**src/rtl/psum_drain_deskew_pkg.sv**
```systemverilog
// Shared accelerator definitions for the psum drain path.
//  - default array geometry (columns, accumulator width)
//  - col_lsb(): low bit index of column c inside a packed row vector
package psum_drain_deskew_pkg;

   localparam int ARRAY_SIZE_DEF = 4;
   localparam int ACC_WIDTH_DEF  = 32;

   function automatic int col_lsb(input int col, input int acc_w);
      return col * acc_w;
   endfunction

endpackage

```
**src/rtl/psum_drain_deskew_if.sv**
```systemverilog
// Aligned-row stream from the drain block to the writeback path.
//  data  : packed row, column c at [c*ACC_WIDTH +: ACC_WIDTH]
//  valid : data holds a row
//  ready : consumer accepts when valid && ready
//  last  : row is the final row of its tile
interface psum_drain_deskew_if #(
   parameter int W = 128
);
   logic [W-1:0] data;
   logic         valid;
   logic         ready;
   logic         last;

   modport master (output data, output valid, output last, input ready);
   modport slave  (input data, input valid, input last, output ready);
endinterface

```
**src/rtl/psum_drain_deskew_fifo.sv**
```systemverilog
// sync_fifo_sa: show-ahead synchronous FIFO with occupancy count.
//  clk, rst_n : clock, async active-low reset
//  clr        : synchronous clear of pointers and count
//  wr_en      : write request; accepted if not full, or full with a read on the same edge
//  wr_data    : entry to write
//  rd_en      : pop head (ignored when empty)
//  rd_data    : head entry, forced to zero while empty
//  count      : occupancy, one bit wider than the pointers
//  wr_drop    : write request rejected because the FIFO is full
module sync_fifo_sa #(
   parameter  int W     = 129,
   parameter  int DEPTH = 8,
   localparam int AW    = $clog2(DEPTH)
) (
   input  logic          clk,
   input  logic          rst_n,
   input  logic          clr,
   input  logic          wr_en,
   input  logic [W-1:0]  wr_data,
   input  logic          rd_en,
   output logic [W-1:0]  rd_data,
   output logic [AW:0]   count,
   output logic          wr_drop
);
   localparam logic [AW:0]   CNT_ONE = 1;
   localparam logic [AW-1:0] PTR_ONE = 1;
   localparam logic [AW:0]   CNT_MAX = (AW+1)'(DEPTH);

   logic [W-1:0]  mem [DEPTH];
   logic [AW-1:0] wr_ptr;
   logic [AW-1:0] rd_ptr;
   logic          empty;
   logic          full;
   logic          do_rd;
   logic          do_wr;

   assign empty   = (count == '0);
   assign full    = (count == CNT_MAX);
   assign do_rd   = rd_en && !empty;
   // a same-edge read frees the slot, so a write into a full FIFO still lands
   assign do_wr   = wr_en && (!full || do_rd);
   assign wr_drop = wr_en && full && !do_rd;
   assign rd_data = empty ? '0 : mem[rd_ptr];

   always_ff @(posedge clk or negedge rst_n) begin
      if (!rst_n) begin
         wr_ptr <= '0;
         rd_ptr <= '0;
         count  <= '0;
      end else if (clr) begin
         wr_ptr <= '0;
         rd_ptr <= '0;
         count  <= '0;
      end else begin
         if (do_wr) wr_ptr <= wr_ptr + PTR_ONE;
         if (do_rd) rd_ptr <= rd_ptr + PTR_ONE;
         case ({do_wr, do_rd})
            2'b10:   count <= count + CNT_ONE;
            2'b01:   count <= count - CNT_ONE;
            default: count <= count;
         endcase
      end
   end

   always_ff @(posedge clk) begin
      if (do_wr) mem[wr_ptr] <= wr_data;
   end

endmodule

```
**src/rtl/psum_drain_deskew.sv**
```systemverilog
// psum_drain_deskew: collects the bottom-row psums of the systolic array,
// removes the per-column skew, and buffers each aligned output row.
//  clk, rst_n : clock, async active-low reset
//  flush      : synchronous clear of all state
//  array_en   : array pipeline enable; deskew advances only when high
//  psum_in    : bottom-row psums, column c at [c*ACC_WIDTH +: ACC_WIDTH]
//  in_valid   : column 0 of a new output row is on psum_in
//  cfg_rows   : rows per tile, sampled at the start of a tile (0 acts as 1)
//  out_if     : aligned-row stream (data/valid/ready/last)
//  stall_req  : array must hold array_en low while set
//  ovf_err    : sticky, an aligned row was dropped on a full FIFO
module psum_drain_deskew
   import psum_drain_deskew_pkg::*;
#(
   parameter int ARRAY_SIZE = ARRAY_SIZE_DEF,
   parameter int ACC_WIDTH  = ACC_WIDTH_DEF,
   parameter int FIFO_DEPTH = 8,
   parameter int ROW_CNT_W  = 16
) (
   input  logic                            clk,
   input  logic                            rst_n,
   input  logic                            flush,
   input  logic                            array_en,
   input  logic [ARRAY_SIZE*ACC_WIDTH-1:0] psum_in,
   input  logic                            in_valid,
   input  logic [ROW_CNT_W-1:0]            cfg_rows,
   psum_drain_deskew_if.master             out_if,
   output logic                            stall_req,
   output logic                            ovf_err
);
   localparam int N  = ARRAY_SIZE;
   localparam int RW = N * ACC_WIDTH;
   localparam int AW = $clog2(FIFO_DEPTH);
   localparam logic [ROW_CNT_W-1:0] ROW_ONE = 1;

   logic [RW-1:0]        aligned;
   logic [N-2:0]         vpipe;
   logic                 aligned_valid;
   logic                 wr_en;
   logic                 wr_drop;
   logic [RW:0]          head;
   logic [AW:0]          count;
   logic [AW:0]          free_slots;
   logic [ROW_CNT_W-1:0] row_cnt;
   logic [ROW_CNT_W-1:0] rows_q;
   logic [ROW_CNT_W-1:0] eff_rows;
   logic                 is_last;

   // Column c lags column 0 by c enabled cycles, so it gets N-1-c stages.
   for (genvar c = 0; c < N-1; c++) begin : g_dl
      localparam int D = N - 1 - c;
      logic [ACC_WIDTH-1:0] dl [D];

      always_ff @(posedge clk or negedge rst_n) begin
         if (!rst_n) begin
            for (int i = 0; i < D; i++) dl[i] <= '0;
         end else if (flush) begin
            for (int i = 0; i < D; i++) dl[i] <= '0;
         end else if (array_en) begin
            dl[0] <= psum_in[col_lsb(c, ACC_WIDTH) +: ACC_WIDTH];
            for (int i = 1; i < D; i++) dl[i] <= dl[i-1];
         end
      end

      assign aligned[col_lsb(c, ACC_WIDTH) +: ACC_WIDTH] = dl[D-1];
   end

   assign aligned[col_lsb(N-1, ACC_WIDTH) +: ACC_WIDTH] =
      psum_in[col_lsb(N-1, ACC_WIDTH) +: ACC_WIDTH];

   always_ff @(posedge clk or negedge rst_n) begin
      if (!rst_n) begin
         vpipe <= '0;
      end else if (flush) begin
         vpipe <= '0;
      end else if (array_en) begin
         vpipe[0] <= in_valid;
         for (int i = 1; i < N-1; i++) vpipe[i] <= vpipe[i-1];
      end
   end

   assign aligned_valid = vpipe[N-2];
   assign wr_en         = array_en && aligned_valid;

   // Tile length is latched on the first row so a cfg change mid-tile
   // cannot move the last flag.
   assign eff_rows = (row_cnt == '0) ? ((cfg_rows == '0) ? ROW_ONE : cfg_rows) : rows_q;
   assign is_last  = (row_cnt == eff_rows - ROW_ONE);

   always_ff @(posedge clk or negedge rst_n) begin
      if (!rst_n) begin
         row_cnt <= '0;
         rows_q  <= ROW_ONE;
      end else if (flush) begin
         row_cnt <= '0;
         rows_q  <= ROW_ONE;
      end else if (wr_en) begin
         if (row_cnt == '0) rows_q <= eff_rows;
         row_cnt <= is_last ? '0 : row_cnt + ROW_ONE;
      end
   end

   sync_fifo_sa #(
      .W     (RW + 1),
      .DEPTH (FIFO_DEPTH)
   ) u_fifo (
      .clk     (clk),
      .rst_n   (rst_n),
      .clr     (flush),
      .wr_en   (wr_en),
      .wr_data ({is_last, aligned}),
      .rd_en   (out_if.ready),
      .rd_data (head),
      .count   (count),
      .wr_drop (wr_drop)
   );

   assign out_if.data  = head[RW-1:0];
   assign out_if.last  = head[RW];
   assign out_if.valid = (count != '0);

   // Leaves room for the up to N-1 rows still inside the deskew lines.
   assign free_slots = (AW+1)'(FIFO_DEPTH) - count;
   assign stall_req  = (free_slots <= (AW+1)'(N));

   always_ff @(posedge clk or negedge rst_n) begin
      if (!rst_n)       ovf_err <= 1'b0;
      else if (flush)   ovf_err <= 1'b0;
      else if (wr_drop) ovf_err <= 1'b1;
   end

endmodule
```
**src/flat_wrapper.sv**
```systemverilog
// flat-port wrapper written by rule: the top's interface ports become plain ports
module psum_drain_deskew_flat import psum_drain_deskew_pkg::*;
#(
   parameter int ARRAY_SIZE = ARRAY_SIZE_DEF,
   parameter int ACC_WIDTH  = ACC_WIDTH_DEF,
   parameter int FIFO_DEPTH = 8,
   parameter int ROW_CNT_W  = 16
)
  (clk, rst_n, flush, array_en, psum_in, in_valid, cfg_rows, stall_req, ovf_err, out_if_data, out_if_valid, out_if_last, out_if_ready);
  psum_drain_deskew_if out_if_i ();
  input  logic clk;
  input  logic rst_n;
  input  logic flush;
  input  logic array_en;
  input  logic [ARRAY_SIZE*ACC_WIDTH-1:0] psum_in;
  input  logic in_valid;
  input  logic [ROW_CNT_W-1:0] cfg_rows;
  output logic stall_req;
  output logic ovf_err;
  output wire logic [$bits(out_if_i.data)-1:0] out_if_data;
  output wire logic [$bits(out_if_i.valid)-1:0] out_if_valid;
  output wire logic [$bits(out_if_i.last)-1:0] out_if_last;
  input wire logic [$bits(out_if_i.ready)-1:0] out_if_ready;
  assign out_if_data = out_if_i.data;
  assign out_if_valid = out_if_i.valid;
  assign out_if_last = out_if_i.last;
  assign out_if_i.ready = out_if_ready;
  psum_drain_deskew #(.ARRAY_SIZE(ARRAY_SIZE), .ACC_WIDTH(ACC_WIDTH), .FIFO_DEPTH(FIFO_DEPTH), .ROW_CNT_W(ROW_CNT_W)) u_core (.clk(clk), .rst_n(rst_n), .flush(flush), .array_en(array_en), .psum_in(psum_in), .in_valid(in_valid), .cfg_rows(cfg_rows), .out_if(out_if_i), .stall_req(stall_req), .ovf_err(ovf_err));
endmodule
```
**config.mk**
```make
export PLATFORM = sky130hd
export DESIGN_NAME = psum_drain_deskew_flat
export DESIGN_NICKNAME = d
export VERILOG_FILES = /design/src/rtl/psum_drain_deskew_pkg.sv /design/src/rtl/psum_drain_deskew_if.sv /design/src/rtl/psum_drain_deskew_fifo.sv /design/src/rtl/psum_drain_deskew.sv /design/src/flat_wrapper.sv
export SDC_FILE = /design/constraint.sdc
export NUM_CORES = 1
export LEC_CHECK = 0
export CAP_MARGIN = 20
export CELL_PAD_IN_SITES_DETAIL_PLACEMENT = 1
export CELL_PAD_IN_SITES_GLOBAL_PLACEMENT = 2
export CORE_MARGIN = 3
export CORE_UTILIZATION = 30
export CTS_CLUSTER_DIAMETER = 60
export CTS_CLUSTER_SIZE = 40
export DETAILED_ROUTE_END_ITERATION = 8
export HOLD_SLACK_MARGIN = 0.08
export PLACE_DENSITY = 0.65
export SLEW_MARGIN = 0
export SYNTH_ARGS = -nofsm -noshare
export SYNTH_HDL_FRONTEND = slang
export SYNTH_SLANG_ARGS = --single-unit
```
**constraint.sdc**
```tcl
create_clock -name clk -period 21.9 [get_ports clk]
set_input_delay 2.19 -clock clk [delete_from_list [all_inputs] [get_ports clk]]
set_output_delay 2.19 -clock clk [all_outputs]
set_load 0.005 [all_outputs]
```
### Word level (Yosys, flattened, before mapping)

Memory sizes are Yosys's and may differ from the RTL's.
Index checks and enable logic that the tools add are counted.

* add/sub/neg operators: 7
* $lt $le $gt $ge: 1
* equality and inequality tests: 4
* multiplexer cells: 27
* reductions and logical operators: 21

Operators by type and width (count)
* $mux W96: 2
* $mux W129: 1
* $mux W16: 8
* $mux W64: 2
* $mux W32: 2
* $logic_not A16 Y1: 2
* $mux W3: 6
* $add A16 B1 Y16 const B: 1
* $eq A16 B16 Y1: 1
* $sub A16 B1 Y16 const B: 1
* $reduce_bool A2 Y1: 6
* $pmux W4 S2: 1
* $add A3 B1 Y3 const B: 2
* $logic_and A1 B1 Y1: 5
* $add A4 B1 Y4 const B: 1
* $eq A4 B4 Y1 const B: 1
* $le A4 B3 Y1 const B: 1
* $logic_not A4 Y1: 1
* $mux W1: 4
* $mux W4: 1
* $reduce_bool A4 Y1: 1
* $sub A4 B1 Y4 const B: 1
* $sub A4 B4 Y4 const A: 1
* $logic_not A1 Y1: 3
* other kinds (5): 5

* flip-flop bits (word level): 238
* RAM bits: 1032
* input port bits: 150
* output and inout bits: 132
* logic and storage cells: 74
* memories kept: 1

Memory list
* u_core.u_fifo.mem: depth 8, bits a word 129, rd ports 1, clocked after memory_dff 0, wr ports 1, RTL line psum_drain_deskew_fifo.sv:29 `logic [W-1:0] mem [DEPTH];`

### Depth between registers and ports, before layout

Gate-level depths: netlist of the first run.

* depth in word-level cells: 8
* mapped depth: 18
* mapped depth without buffers: 15

### By module

From an unflattened synthesis of the first run, not the netlist that was laid out.

* cells, all modules: 2684
* area total of the unflattened synthesis: 50215.7 µm²

Modules (own cells, without submodules)
* sync_fifo_sa: instances 1, cells an instance 1714, area an instance 39679.3 µm², sequential area each 31240.0 µm²
* psum_drain_deskew: instances 1, cells an instance 970, area an instance 10536.4 µm², sequential area each 5706.7 µm²

### Least setup slack after synthesis of the first run

OpenSTA, ideal clock, no wires.

* kind: input port to flip-flop
* start point: in array_en
* end point: mem u_core.u_fifo.mem[0][0], enable pin
* setup time: 0.775 ns
* data arrival time: 11.807 ns
* data required time: 21.125 ns
* slack: 9.319 ns
* stages on the path: 5
* path buffers: 2
* path through: clkbuf_1 nand2_1 clkbuf_1 or3_1 nor3_1

* cells in the longest elaborated chain, start to end: 4

Ends and longest elaborated chain
* from (decl): RTL line flat_wrapper.sv:14 `input logic array_en;`
* $logic_and A1 B1 Y1: RTL line psum_drain_deskew.sv:83 `assign wr_en = array_en && aligned_valid;`
* $logic_and A1 B1 Y1: RTL line psum_drain_deskew_fifo.sv:41 `assign do_wr = wr_en && (!full || do_rd);`
* $mux W1: RTL line psum_drain_deskew_fifo.sv:66 `if (do_wr) mem[wr_ptr] <= wr_data;`
* $mux W1 (not written as such): RTL line psum_drain_deskew_fifo.sv:66
* to (decl): RTL line psum_drain_deskew_fifo.sv:29

No other way between the ends.

### Final worst setup path of the first run

* start point: reg u_core.u_fifo.rd_ptr[0]
* end point: out out_if_data[77]

* cells in the longest elaborated chain, start to end: 2

Ends and longest elaborated chain
* from (decl): RTL line psum_drain_deskew_fifo.sv:31 `logic [AW-1:0] rd_ptr;`
* from (signal assigned): RTL line psum_drain_deskew_fifo.sv:56 `if (do_rd) rd_ptr <= rd_ptr + PTR_ONE;`
* $mem_v2 Z8 W129
* $mux W129: RTL line psum_drain_deskew_fifo.sv:43 `assign rd_data = empty ? '0 : mem[rd_ptr];`
* to (decl): RTL line flat_wrapper.sv:20 `output wire logic [$bits(out_if_i.data)-1:0] out_if_data;`

No other way between the ends.

==> results.txt, run 1 <==
status: completed
hold crit path type: flop to flop
worst-margin pin slew: 1220 ps
crit path launch type: flop
synth warn: 0
area of the die: 0.172 mm²
switching power: 1.62 mW
placer's final routability congestion estimate: 0.723
vias per std cell: 4.78
PwrDens: 99.4 mW/mm²
Routed WL: 123000 µm
combinational share of power: 19.6%
final period utilization: 35.7%
Final Hold Fails: 0
H-Tree Depth: 3
vias in the first global route: 27.2k
mean post-synth cell area: 18.8 µm²
ANT nets after route: 0
Routed wire per std cell: 23.6 µm
sequential share of power: 45.3%
post-layout min period: 7820 ps
grt ovf: 0
Seq cells post-synth: 1270
syn_nets: 2827
Post-Syn Area: 0.0501 mm²
r2r setup slk: 17010 ps
TNS Setup: 0 ps
CTS sink cnt: 1270
router iterations before antenna repair: 5
Reg-to-Reg End: u_core.u_fifo.mem[5][128]$_DFFE_PP_
post-DP HPWL: 67700 µm
Core Area: 0.165 mm²
Worst Hold Launch: u_core.g_dl[0].dl[47]$_DFFE_PN0P_
sequential area share after synthesis: 73.8%
drt drc: 0
crit end category: primary output
cts repair resizes: 0
leading area contributor after synthesis: edfxtp_1
fin. max-slew vios: 0
Synth area leaders: edfxtp_1 (62%), dfrtp_1 (12%), mux4_2 (12%)
initial antenna violation count: 5
hold path depth: 2
first-pass GRT wire length: 184000 µm
Die W: 415 µm
CP Data Required Time: 19710 ps
critical setup path kind: flop to primary output
Ports: 282
Hold-fix buffers, CTS: 0
Clock Latency Late Sink: 750 ps
final-stage net count: 3103
Synth Flop Type: edfxtp_1
DR iter-0 viols: 1719
Leak: 20.1 nW
maximum VDD drop: 99.9 µV
gr usage total: 14.2%
PortBufs: 281
TritonCTS clock tree: done
EDFF count, synth: 1032
via count: 25.0k
FF-to-FF path depth: 13
post-CTS setup buffers: 0
dpl cells: 5027
largest net degree at the start of global routing: 137
area share of the largest cell type after synthesis: 61.9%
Netlist cell types: 64
Clock power frac: 35.1%
proportion of layout cells with a drive suffix above 1: 17.6%
register clock-pin slew on the reported worst setup and hold paths: 80 ps
Slew HR: 18.9%
Hold EP: u_core.aligned[15]$_DFFE_PN0P_
worst r2r src: u_core.row_cnt[0]$_DFFE_PN0P_
Clock Skew: 73.5 ps
CTS Buf Count: 105
die height: 415 µm
Int Pwr: 4.29 mW
RSZ-0062 raised after global routing: no
MaxCap Viol Count: 0
Worst Path Arrival: 5630 ps
Layout area overhead: 18.6%
Post-Layout Cell Count: 5230
Fmax: 128 MHz
Max clock buf depth: 3
Initial Util: 30.3%
FFs w/ async S/R, synth: 18.7%
std cell rows: 149
critical path peak fanout: 47
final setup vio count: 0
Synth Instances: 2669
Sw Ratio: 27.4%
clock root cell: clkbuf_16
## layout by cell type, fill, tap and decap left out, drive strengths merged, types with 15 or more instances in the layout
cell type,instances
edfxtp,1032
nor2,363
mux2i,332
clkdlybuf4s50,278
mux4,258
dfrtp,237
clkbuf,110
inv,63
buf,46
nor3,36
nand2,26
clkinv,22
xor2,21
nor4,20
a22o,18
xnor2,15
## cell type report
| type | instances | area, µm² |
|---|---|---|
| Fill cell | 16400 | 106000 |
| Tap cell | 2189 | 2740 |
| Inverter | 12 | 45.0 |
| Antenna cell | 4 | 10.0 |
| Clock inverter | 90 | 1200 |
| Clock buffer | 109 | 2680 |
| Sequential cell | 1270 | 37000 |
| Timing Repair Buffer | 325 | 3210 |
| Multi-Input combinational cell | 1231 | 12600 |
## how the worst max path moves through the flow
stage | startpoint | endpoint | slack, ps | depth (start not counted)
after detailed placement | u_core.u_fifo.rd_ptr[0]$_DFFE_PN0P_ | out_if_data[77] | 14560 | 7
after floorplan | array_en | u_core.u_fifo.mem[0][0]$_DFFE_PP_ | 9320 | 5
after CTS | u_core.u_fifo.rd_ptr[0]$_DFFE_PN0P_ | out_if_data[77] | 13700 | 7
final | u_core.u_fifo.rd_ptr[0]$_DFFE_PN0P_ | out_if_data[77] | 14080 | 7
after global routing | u_core.u_fifo.rd_ptr[0]$_DFFE_PN0P_ | out_if_data[77] | 13400 | 7
after global placement | u_core.u_fifo.rd_ptr[0]$_DFFE_PN0P_ | out_if_data[77] | 14540 | 7
## through the flow
stage          worst slack (ps)  total power [mW]  util [%]  instance area, µm²  hold WS, ps
6_report                  14080              5.90      35.9               59400          480
5_1_grt                   13400              6.18      35.9               59400          520
4_1_cts                   13700              6.02      35.9               59400          490
3_5_place_dp              14560              3.93      33.6               55500          505
3_3_place_gp              14540              3.92      33.6               55500          498
2_1_floorplan              9320              3.34         -               50100          486
## logic make-up after synthesis
logic type                 share of synthesized area (%)
DFF                                                 73.8
muxes                                               18.4
and+or+nand+nor                                     4.55
buffers and inverters                               1.32
AOI/OAI and AO/OA                                   1.15
xor gates and xnor gates                           0.629
adders and majority gates                          0.215
## per-layer routing
metal	global-route usage (%)	vias to the layer above	share of wire, %
li1	-	11100	-
met1	18.9	13400	44
met2	24.4	403	50
met3	2.26	152	3.5
met4	3.62	2	2.3
met5	0	-	0.011
## synth_stat cells (4+ instances only)
cell type,count
a211oi_1,7
a21o_1,5
a21oi_1,14
a22o_1,18
and3_1,4
buf_1,58
clkbuf_1,91
dfrtp_1,237
edfxtp_1,1032
ha_1,7
inv_1,12
mux2_2,6
mux2i_1,332
mux4_2,258
nand2_1,26
nand2b_1,6
nand3_1,13
nand4_1,7
nor2_1,363
nor2b_1,7
nor3_1,35
nor4_1,17
o21a_1,4
o21ai_0,8
or3_1,10
xnor2_1,15
xor2_1,21
## state kept, by name, summed over array words and instances (netlist names)
name / count
u_core.aligned: 64
u_core.g_dl.dl: 128
u_core.ovf_err: 1
u_core.row_cnt: 16
u_core.rows_q: 16
u_core.u_fifo.count: 4
u_core.u_fifo.mem: 1032
u_core.u_fifo.rd_ptr: 3
u_core.u_fifo.wr_ptr: 3
u_core.vpipe: 3
## worst max-delay path, stage by stage (launching register included)
cell	delay, ps
dfrtp_4	810
buf_4	830
buf_4	900
buf_4	850
mux4_2	600
mux2i_1	240
nor2_1	70
clkdlybuf4s50_1	480
## power by group through the flow
stage	clock (mW)	sequential (mW)	combinational (mW)
floorplan	0	2.69	0.652
global placement	0	2.73	1.20
detailed placement	0	2.73	1.20
CTS	2.14	2.68	1.20
global route	2.24	2.68	1.26
finish	2.07	2.67	1.16
No activity file was read; power rests on OpenSTA's default activity.
==> run 2: changes to the inputs <==
Clock period 21.9 ns to 7.9 ns, I/O delays scaled along.
==> run 2 against run 1 <==
  * Clock skew increased by 20 ps
  * Total power increased to 2.8 times the previous value
  * Cell count increased by 0.19%
  * Register-to-register slack got worse by 14000 ps
  * Flip-flop and latch count unchanged
  * Non-clock buffer count increased by 6
  * Hold slack about the same
  * Critical path type is now flop to flop
  * Count of clock-buffer cells in the layout increased by 8
  * Highest routed layer unchanged
==> results.txt, run 2 (synthesis results as in run 1) <==
Int Pwr: 11.9 mW (+180%)
Slowest cell on crit path: nor4_2
crit-path max cell delay: 760 ps (-140 ps)
Routed WL: 122000 µm (-1.2%)
std cell rows: 149 (unchanged)
dpl cells: 5031 (+0.080%)
placer's final routability congestion estimate: 0.750 (+3.7%)
PwrDens: 275 mW/mm² (+180%)
maximum VDD drop: 171 µV (+71%)
Biggest register: u_core.u_fifo.mem
via count: 25.1k (+0.48%)
final setup vio count: 0 (unchanged)
combinational share of power: 19.7% (about the same)
pre-CTS setup slack: 2610 ps (-11940 ps)
Core Area: 0.165 mm² (unchanged)
TritonCTS clock tree: done
critical path peak fanout: 22 (-53%)
grt ovf: 0 (unchanged)
Sw Ratio: 27.3% (-0.13 points)
largest net degree at the start of global routing: 118 (-14%)
Layout area overhead: 19.0%
commonest cells after routing, fill and taps aside: edfxtp_1 (1032), nor2_1 (356), mux2i_1 (332)
Final Hold Fails: 0 (unchanged)
proportion of layout cells with a drive suffix above 1: 17.7% (+0.13 points)
CTS Buf Count: 108 (+2.9%)
Initial Util: 30.3% (unchanged)
vias per std cell: 4.80 (+0.28%)
vias in the first global route: 27.4k (+0.67%)
cts repair resizes: 0 (unchanged)
first-pass GRT wire length: 183000 µm (-0.54%)
DR iter-0 viols: 1533 (-11%)
crit path launch type: flop
drt drc: 0 (unchanged)
switching power: 4.47 mW (+180%)
post-DP HPWL: 68400 µm (+1.0%)
router iterations before antenna repair: 5 (unchanged)
max reg flops: 1032 (unchanged)
setup ws final: 3090 ps (-10990 ps)
critical setup path kind: flop to flop
status: completed
Layout fillers: 16.3k (-0.36%)
area of the multi-input gates: 0.0126 mm² (about the same)
Storage cell area: 0.0370 mm² (unchanged)
H-Tree Depth: 3 (unchanged)
gr usage total: 14.1% (-0.16 points)
Max clock buf depth: 3 (unchanged)
RSZ-0062 raised after global routing: no
CP cell instances: inv_1 > ha_1 > nor4b_4 > and4_4 > o311a_1 > or2_2 > ha_1 > or4b_1 > nor2_1 > xnor2_1 > and2_1 > o32a_1 > nor4_2
Leak: 20.2 nW (+0.32%)
worst-margin pin slew: 1070 ps (-150 ps)
final-stage net count: 3112 (+0.29%)
Clock power frac: 35.0% (about the same)
hold_ws: 480 ps (-0.0650 ps)
total power: 16.4 mW (+180%)
CTS sink cnt: 1270 (unchanged)
Worst Path Arrival: 5200 ps (-430 ps)
clock root cell: clkbuf_16
final period utilization: 60.9%
post-layout min period: 4810 ps
ANT nets after route: 0 (unchanged)
TNS Setup: 0 ps (unchanged)
PortBufs: 281 (unchanged)
Top Family by Delay on Critical Path: simple AND/OR/NAND/NOR gates
initial antenna violation count: 4 (-1)
Fmax: 208 MHz
Ports: 282 (unchanged)
CP bufs+invs: 1 (-3)
Routed wire per std cell: 23.3 µm (-1.4%)
hold crit path type: flop to flop
fin. max-slew vios: 0 (unchanged)
sequential share of power: 45.3% (about the same)
register clock-pin slew on the reported worst setup and hold paths: 70 ps (about the same)
Slew HR: 28.9% (+10 points)
Post-Layout Cell Count: 5240 (+0.19%)
crit end category: flop
Die W: 415 µm (unchanged)
most common cell after layout, fill and taps aside: edfxtp_1
area of the die: 0.172 mm² (unchanged)
Clock Latency Late Sink: 750 ps (about the same)
Clock Skew: 93.8 ps (+20.4 ps)
die height: 415 µm (unchanged)
most used cell, CP: ha_1
MaxCap Viol Count: 0 (unchanged)
CP Data Required Time: 8290 ps (-11420 ps)
## run 2: power by group through the flow
stage | clock network, mW | registers (mW) | logic [mW]
final | 5.74 | 7.42 | 3.23
after CTS | 5.92 | 7.43 | 3.36
after detailed placement | 0 | 7.58 | 3.35
after global placement | 0 | 7.57 | 3.34
after floorplan | 0 | 7.46 | 1.81
after global routing | 6.19 | 7.44 | 3.50
## run 2: area by class of cell
type / instances / area share (%)
flip-flops and latches: 1270 / 62.0
repair buffers: 331 / 5.60
well taps: 2189 / 4.59
inverters: 12 / 0.0755
multi-input cells: 1231 / 21.1
clock inverters: 88 / 1.94
diodes: 2 / 0.00839
clock buffers: 117 / 4.71
## run 2: repair_timing
| action | CTS | global route |
|---|---|---|
| buffers inserted | 0 | 0 |
| hold buffers | 1 | 0 |
| endpoints found under the hold margin | 59 | 0 |
## run 2: stage by stage
step	utilization (%)	cell area, µm²
finish	36.1	59600
global route	36.1	59600
CTS	36.0	59600
detailed placement	33.6	55600
global placement	33.6	55600
floorplan	-	50100
## run 2: worst paths after layout
| kind | cells after the start | start | endpoint | slack, ps |
|---|---|---|---|---|
| min reg2reg | 2 | u_core.g_dl[0].dl[93]$_DFFE_PN0P_ | u_core.g_dl[0].dl[61]$_DFFE_PN0P_ | 480 |
| min in group asynchronous | 2 | rst_n | u_core.g_dl[0].dl[61]$_DFFE_PN0P_ | 610 |
| min | 2 | u_core.g_dl[0].dl[93]$_DFFE_PN0P_ | u_core.g_dl[0].dl[61]$_DFFE_PN0P_ | 480 |
| max | 13 | u_core.row_cnt[0]$_DFFE_PN0P_ | u_core.u_fifo.mem[3][128]$_DFFE_PP_ | 3090 |
| max in group asynchronous | 3 | rst_n | u_core.aligned[44]$_DFFE_PN0P_ | 5880 |
| max reg2reg | 13 | u_core.row_cnt[0]$_DFFE_PN0P_ | u_core.u_fifo.mem[3][128]$_DFFE_PP_ | 3090 |
## run 2: worst register-to-register path, cell delays in order, from the launching register on
cell and delay, ps:
dfrtp_1 460, inv_1 150, ha_1 200, nor4b_4 320
and4_4 500, o311a_1 280, or2_2 120, ha_1 230
or4b_1 540, nor2_1 270, xnor2_1 120, and2_1 170
o32a_1 390, nor4_2 760
## run 2: routing by layer
layer | global-route usage [%] | vias to the layer above | share of wire [%]
met4 | 2.90 | 2 | 1.6
met2 | 24.3 | 403 | 50
met1 | 18.9 | 13500 | 45
met5 | 0 | - | 0.014
li1 | - | 11100 | -
met3 | 2.13 | 136 | 3.3
